**src/rtl/fb_swap_controller.sv**
```systemverilog
// fb_swap_controller
//   Sequences a double-buffered frame store made of two single-port
//   synchronous RAM banks. The front bank feeds scanout; the back bank is
//   swept to CLEAR_COLOR, then drawn into by the renderer. The banks swap on
//   the first vsync after the renderer signals frame_done.
//
// Ports
//   clk, rst              system clock, synchronous active-high reset
//   vsync_pulse           one-cycle pulse at start of vertical blanking
//   draw_valid/ready      renderer pixel-write handshake
//   draw_x/y/color        renderer pixel coordinate and value
//   frame_done            renderer finished the back frame (pulse)
//   disp_x/y              scanout coordinate
//   disp_pixel            front pixel for (disp_x, disp_y), 1-cycle latency
//   bank{0,1}_addr/we/wdata/rdata  RAM bank interfaces
//   front_sel             index of the current front bank
//   clearing              high while the clear sweep runs
//   swap_count            completed swaps (wrapping)
//   miss_count            vsyncs without a swap (saturating)
module fb_swap_controller #(
  parameter int unsigned H_ACTIVE    = 640,
  parameter int unsigned V_ACTIVE    = 480,
  parameter int unsigned ADDR_W      = 19,
  parameter logic [2:0]  CLEAR_COLOR = 3'b000
) (
  input  logic              clk,
  input  logic              rst,
  input  logic              vsync_pulse,
  input  logic              draw_valid,
  output logic              draw_ready,
  input  logic [9:0]        draw_x,
  input  logic [9:0]        draw_y,
  input  logic [2:0]        draw_color,
  input  logic              frame_done,
  input  logic [9:0]        disp_x,
  input  logic [9:0]        disp_y,
  output logic [2:0]        disp_pixel,
  output logic [ADDR_W-1:0] bank0_addr,
  output logic              bank0_we,
  output logic [2:0]        bank0_wdata,
  input  logic [2:0]        bank0_rdata,
  output logic [ADDR_W-1:0] bank1_addr,
  output logic              bank1_we,
  output logic [2:0]        bank1_wdata,
  input  logic [2:0]        bank1_rdata,
  output logic              front_sel,
  output logic              clearing,
  output logic [15:0]       swap_count,
  output logic [15:0]       miss_count
);

  localparam logic [ADDR_W-1:0] H_W       = ADDR_W'(H_ACTIVE);
  localparam logic [ADDR_W-1:0] LAST_ADDR = ADDR_W'(H_ACTIVE * V_ACTIVE - 1);
  localparam logic [9:0]        H_LIM     = 10'(H_ACTIVE);
  localparam logic [9:0]        V_LIM     = 10'(V_ACTIVE);

  typedef enum logic [1:0] {S_CLEAR, S_DRAW, S_WAIT_SWAP} state_t;

  state_t            state_q, state_d;
  logic [ADDR_W-1:0] clear_addr_q, clear_addr_d;
  logic              front_sel_q, front_sel_d;
  logic [15:0]       swap_count_q, swap_count_d;
  logic [15:0]       miss_count_q, miss_count_d;
  logic              disp_in_q, disp_sel_q;

  logic [ADDR_W-1:0] draw_addr, disp_addr, back_addr;
  logic              draw_in, disp_in, back_we;
  logic [2:0]        back_wdata;

  assign draw_addr = ADDR_W'(draw_y) * H_W + ADDR_W'(draw_x);
  assign disp_addr = ADDR_W'(disp_y) * H_W + ADDR_W'(disp_x);
  assign draw_in   = (draw_x < H_LIM) && (draw_y < V_LIM);
  assign disp_in   = (disp_x < H_LIM) && (disp_y < V_LIM);

  always_ff @(posedge clk) begin
    if (rst) begin
      state_q      <= S_CLEAR;
      clear_addr_q <= '0;
      front_sel_q  <= 1'b0;
      swap_count_q <= '0;
      miss_count_q <= '0;
      disp_in_q    <= 1'b0;
      disp_sel_q   <= 1'b0;
    end else begin
      state_q      <= state_d;
      clear_addr_q <= clear_addr_d;
      front_sel_q  <= front_sel_d;
      swap_count_q <= swap_count_d;
      miss_count_q <= miss_count_d;
      // Bank select is captured with the read so a swap cannot split a read.
      disp_in_q    <= disp_in;
      disp_sel_q   <= front_sel_q;
    end
  end

  always_comb begin
    state_d      = state_q;
    clear_addr_d = clear_addr_q;
    front_sel_d  = front_sel_q;
    swap_count_d = swap_count_q;
    miss_count_d = miss_count_q;
    back_addr    = clear_addr_q;
    back_wdata   = CLEAR_COLOR;
    back_we      = 1'b0;
    draw_ready   = 1'b0;
    clearing     = 1'b0;

    case (state_q)
      S_CLEAR: begin
        clearing = 1'b1;
        back_we  = 1'b1;
        if (clear_addr_q == LAST_ADDR) begin
          state_d      = S_DRAW;
          clear_addr_d = '0;
        end else begin
          clear_addr_d = clear_addr_q + 1'b1;
        end
        if (vsync_pulse && miss_count_q != '1) miss_count_d = miss_count_q + 1'b1;
      end
      S_DRAW: begin
        draw_ready = 1'b1;
        back_addr  = draw_addr;
        back_wdata = draw_color;
        back_we    = draw_valid && draw_in;
        if (frame_done) state_d = S_WAIT_SWAP;
        // Leaving DRAW this cycle still counts a simultaneous vsync as a miss.
        if (vsync_pulse && miss_count_q != '1) miss_count_d = miss_count_q + 1'b1;
      end
      S_WAIT_SWAP: begin
        if (vsync_pulse) begin
          front_sel_d  = ~front_sel_q;
          swap_count_d = swap_count_q + 1'b1;
          clear_addr_d = '0;
          state_d      = S_CLEAR;
        end
      end
      default: state_d = S_CLEAR;
    endcase

    // Present reset-state outputs for as long as rst is held.
    if (rst) begin
      back_we    = 1'b0;
      draw_ready = 1'b0;
      clearing   = 1'b1;
    end
  end

  assign bank0_addr  = front_sel_q ? back_addr : disp_addr;
  assign bank0_we    = front_sel_q & back_we;
  assign bank0_wdata = back_wdata;
  assign bank1_addr  = front_sel_q ? disp_addr : back_addr;
  assign bank1_we    = ~front_sel_q & back_we;
  assign bank1_wdata = back_wdata;

  assign disp_pixel  = disp_in_q ? (disp_sel_q ? bank1_rdata : bank0_rdata) : 3'b000;
  assign front_sel   = front_sel_q;
  assign swap_count  = swap_count_q;
  assign miss_count  = miss_count_q;

endmodule
```
**config.mk**
```make
export PLATFORM = sky130hd
export DESIGN_NAME = fb_swap_controller
export DESIGN_NICKNAME = d
export VERILOG_FILES = /design/src/rtl/fb_swap_controller.sv
export SDC_FILE = /design/constraint.sdc
export NUM_CORES = 1
export LEC_CHECK = 0
export CAP_MARGIN = 20
export CORE_MARGIN = 4
export CORE_UTILIZATION = 40
export DETAILED_ROUTE_END_ITERATION = 6
export GPL_ROUTABILITY_DRIVEN = 0
export GPL_TIMING_DRIVEN = 0
export PLACE_DENSITY = 0.81
export SLEW_MARGIN = 5
export SYNTH_ARGS = -nofsm -noshare
export SYNTH_HDL_FRONTEND = slang
export SYNTH_SLANG_ARGS = --single-unit
```
**constraint.sdc**
```tcl
create_clock -name clk -period 4.3 [get_ports clk]
set_clock_uncertainty 0.2 [all_clocks]
set_input_delay 0.645 -clock clk [delete_from_list [all_inputs] [get_ports clk]]
set_output_delay 0.645 -clock clk [all_outputs]
set_load 0.03 [all_outputs]
```
Yosys cells after proc, flatten, opt, wreduce, memory -nomap -nowiden. Cells that the tools add are included.

$add $sub $neg: 5. $mul: 2. Divide/modulo/power cells: 0. $lt $le $gt $ge: 4. Equal/unequal tests: 7. Shift operators: 0. Muxes and demuxes: 19. Bitwise gates (word level): 3. Reduce and logical (&&, ||, !) cells: 11.

Operator list (count): 2-to-1 mux 19 bit (5); adder 19 x 10 -> 19 bit (2); case mux 19 bit (2 select lines) (1); adder 16 x 1 -> 16 bit (second input constant) (2); multiplier 10 x 3 -> 12 bit (second input constant) (2); less-than comparator 10 bit (second input constant) (2); less-than comparator 10 x 9 -> 1 bit (second input constant) (2); adder 19 x 1 -> 19 bit (second input constant) (1); == test 19 bit (second input constant) (1); != test 16 bit (second input constant) (1); 2-to-1 mux 3 bit (3); 2-to-1 mux 2 bit (3); != test 2 bit (second input constant) (3); case mux 2 bit (3 select lines) (1); AND reduction 2 bit (3); 2-to-1 mux 1 bit (5); logical AND 1 bit (4); AND reduction 3 bit (1); bitwise AND 1 bit (2); == test 2 x 1 -> 1 bit (second input constant) (1); == test 2 bit (second input constant) (1); logical NOT 2 bit (1); case mux 1 bit (2 select lines) (1); nonzero test 2 bit (1); other kinds (2) (2).

Bits in registers: 56. Bits in latches: 0. Bits in writable memories: 0. ROM bits: 0. Input bits: 54. Output and inout port bits: 84. Word-level logic and storage cells: 58. Memories: 0.

Longest topological paths before layout.
Word-level depth: 6. Depth in mapped cells: 9. Mapped depth without buffers: 9.

Least setup slack after synthesis. Ideal clock, no wire load.

Path kind: input to output. Start point: input port draw_y[1]. End point: output port bank0_addr[18]. Arrival time: 3421 ps. Required time: 3455 ps. Slack: 34 ps. Stages on the path: 9. Path buffers: 0. Cell sequence: ha_1 > ha_1 > fa_1 > xnor2_1 > or4_4 > and4b_1 > nor4b_4 > mux2i_1 > o211ai_1.

Cells in the longest elaborated chain, start to end: 4.

RTL lines: start, declared (RTL line 32) `input logic [9:0] draw_y,`; multiplier 10 x 3 -> 12 bit (RTL line 70) `assign draw_addr = ADDR_W'(draw_y) * H_W + ADDR_W'(draw_x);`; adder 19 x 10 -> 19 bit (RTL line 70); 2-to-1 mux 19 bit (RTL line 108) `case (state_q)`; 2-to-1 mux 19 bit (RTL line 148) `assign bank0_addr = front_sel_q ? back_addr : disp_addr;`; end, declared (RTL line 38) `output logic [ADDR_W-1:0] bank0_addr,`.

Every way passes these cells.

Final worst setup path.
Start point: input port draw_y[3]. End point: output port bank0_addr[18].

The elaborated chain is that of the path after synthesis.

==> impl_metrics.ini <==
[routing]
wire_per_inst_um = 16.5
detail-route-antenna-nets = 0
drc = 0
vias_per_cell = 5.56
vias = 5448
first_pass_iters = 5
routed_wl_mm = 16.2
drtIter0Drc = 331

[worst_hold_path]
hold_depth = 2
min_path_type = reg2reg

[cells_and_area]
synthToLayoutAreaGrowth_pct = 44.2
final_cell_area_sq_mm = 0.00714
seqCellArea_sq_mm = 0.00112
multi_input_comb_area_sq_mm = 0.00399
antenna_cells = 0
fin_nets = 909
fin_util_pct = 59.2
nFillCells = 1123
drive_above_1_share_pct = 12.0

[worst_setup_path]
crit_path_max_incr_delay_ps = 550
cp.buffers_inverters = 3
path_cells = buf_8 -> ha_4 -> ha_4 -> fa_2 -> inv_2 -> or4_4 -> and4b_1 -> nor4b_4 -> mux2i_2 -> o211ai_1 -> buf_4
arrival_ps = 3570
end_kind = output port
start_kind = primary input
required_ps = 3450
crit_type = in2out
crit_fanout = 2
cp_top_family = simple AND/OR/NAND/NOR gates
crit_cells = 11
crit_slowest_cell = fa_2
rr_worst_depth = 8
path_common_cell = ha_4

[sta]
rsz0062_at_grt = true
final.min_clock_period_ps = 4410
worstMarginPinSlew_ps = 752
max-slew-margin-rel_pct = 49.6
timing.final.ws_setup_ps = -114
fmax_mhz = 227
finalCritPeriodShare_pct = 103
whs_ps = 300
setup_viol = 5
slew_viol_final = 0
finalHoldViolCount = 0

[cts]
cts.root.buffer_cell = clkbuf_16
clk_latency_ps = 300
path_clk_slew_ps = 80
hold_buffers = 0
numCtsBuffers = 5
h-tree-depth = 2
cts_max_path_buffers = 2
tritoncts = yes
clock-sinks = 56

[grt]
grt_pass1_vias = 5224
globalRouteOverflowTotal = 0
grt_start_max_net_pins = 20
grt_util_all_layers_pct = 21.0
antenna_found_initial = 0
grt_pass1_wl_mm = 25.3

[power_and_ir_drop]
ir_worst_vdd_v = 0.000155
total_power_uw = 1640
powerDensity_mw_per_mm2 = 230
p_leak_uw = 0.00259

[synth]
synth_flop_cell = dfxtp_1
synthDistinctLibCells = 61
synth_common_cells = nor2_1 (85), nand2_1 (57), dfxtp_1 (56), ha_1 (41), o21ai_0 (39)
synth_top_area_share_pct = 22.6
syn_inst = 656
synthArstFlopShare_pct = 0
synthTopCellsByArea = dfxtp_1 (23%), ha_1 (10%), nor2_1 (6.4%)
ys_warn_count = 0
syn-num-nets = 755
synth.most_common_cell = nor2_1
synth_seq_cells = 56
syn_area_sq_mm = 0.00495
yosysSeqAreaShare_pct = 22.6
yosysTopAreaCell = dfxtp_1
syn_avg_cell_area_sq_um = 7.55
synth_edf_count = 0

[status]
status = finished, violations left
violations = setup timing

[floorplanning]
die_h_um = 119
ios = 138
die_area_sq_mm = 0.0142
initial_utilization_pct = 41.0
core_area_sq_mm = 0.0121
die_w_um = 119
num_rows = 40

[place]
portBuffers = 136
hpwlAfterDp_mm = 11.7
postPlaceCellArea_sq_mm = 0.00652

[run]
cap_violations = 0
state kept, by name, indices dropped and copies added, names as in the netlist:
register	count
clear_addr_q	19
disp_in_q	1
disp_sel_q	1
miss_count	16
state_q	2
swap_count	16
front_sel	1
layout by cell type (no fill, tap or decap), types with 14 or more instances in the layout:
master and instances:
a21oi_1 33, a31oi_1 17, buf_4 19, clkbuf_1 23, clkdlybuf4s50_1 113, dfxtp_1 56
ha_1 27, inv_1 18, nand2_1 57, nand3_1 25, nand4_1 14, nor2_1 85
nor3_1 19, o21ai_0 39, xnor2_1 21, xor2_1 20
per-stage QoR:
step | TNS [ps] | setup WS, ps | instances
after detailed placement | -9750 | -1150 | 960
final | -338 | -114 | 979
after floorplan | 0 | 34.4 | 656
after global routing | -802 | -195 | 979
after CTS | -43.8 | -39.6 | 973
after global placement | -9430 | -1120 | 960
logic make-up (layout without fill, tap and decap cells):
family	count (synthesis)	count (layout)	synth area share [%]
AOI/OAI and AO/OA	166	166	22.0
xor gates and xnor gates	45	45	7.96
adders and majority gates	45	45	12.0
buffers and inverters	54	209	4.50
DFF	56	56	22.6
muxes	12	12	2.43
and+or+nand+nor	278	278	28.4
layout make-up:
type                    count  area share (%)
repair buffers            149            20.4
plain buffers              33            2.00
flip-flops and latches     56            15.7
well taps                 168            2.95
clock inverters             3           0.368
inverters                  19           0.999
clock buffers               5            1.75
multi-input cells         546            55.9
layer usage:
layer	up-vias	part of all wire [%]	global-route usage, %
met5	-	0	0
met4	0	1.4	4.78
met3	21	5.7	2.04
met2	189	49	37.3
met1	2541	44	27.5
li1	2697	-	-
report_power, final:
| group | internal [uW] | total [uW] | leakage, uW | switching [uW] |
|---|---|---|---|---|
| sequential | 523 | 528 | 0.000452 | 5.12 |
| clock | 220 | 418 | 0.0000680 | 198 |
| combinational | 315 | 696 | 0.00207 | 381 |
| total | 1060 | 1640 | 0.00259 | 584 |
timing repair:
action / 4_1_cts / 5_1_grt
pin swaps: 16 / 15
setup endpoints to repair: 15 / 15
setup buffers: 7 / 6
gates resized for setup: 113 / 39
path summary, 6_finish.rpt:
path,endpoint,slack [ps],startpoint
max,bank0_addr[18],-110,draw_y[3]
min,swap_count[15],300,swap_count[15]
max reg2reg,clear_addr_q[11],1680,clear_addr_q[0]
min reg2reg,swap_count[15],300,swap_count[15]
worst min-delay path, stage by stage, from the launching register on:
cell and delay (ps):
dfxtp_1 330, o21ai_0 70, a21oi_1 60
Power figures use the tool's default switching activity.
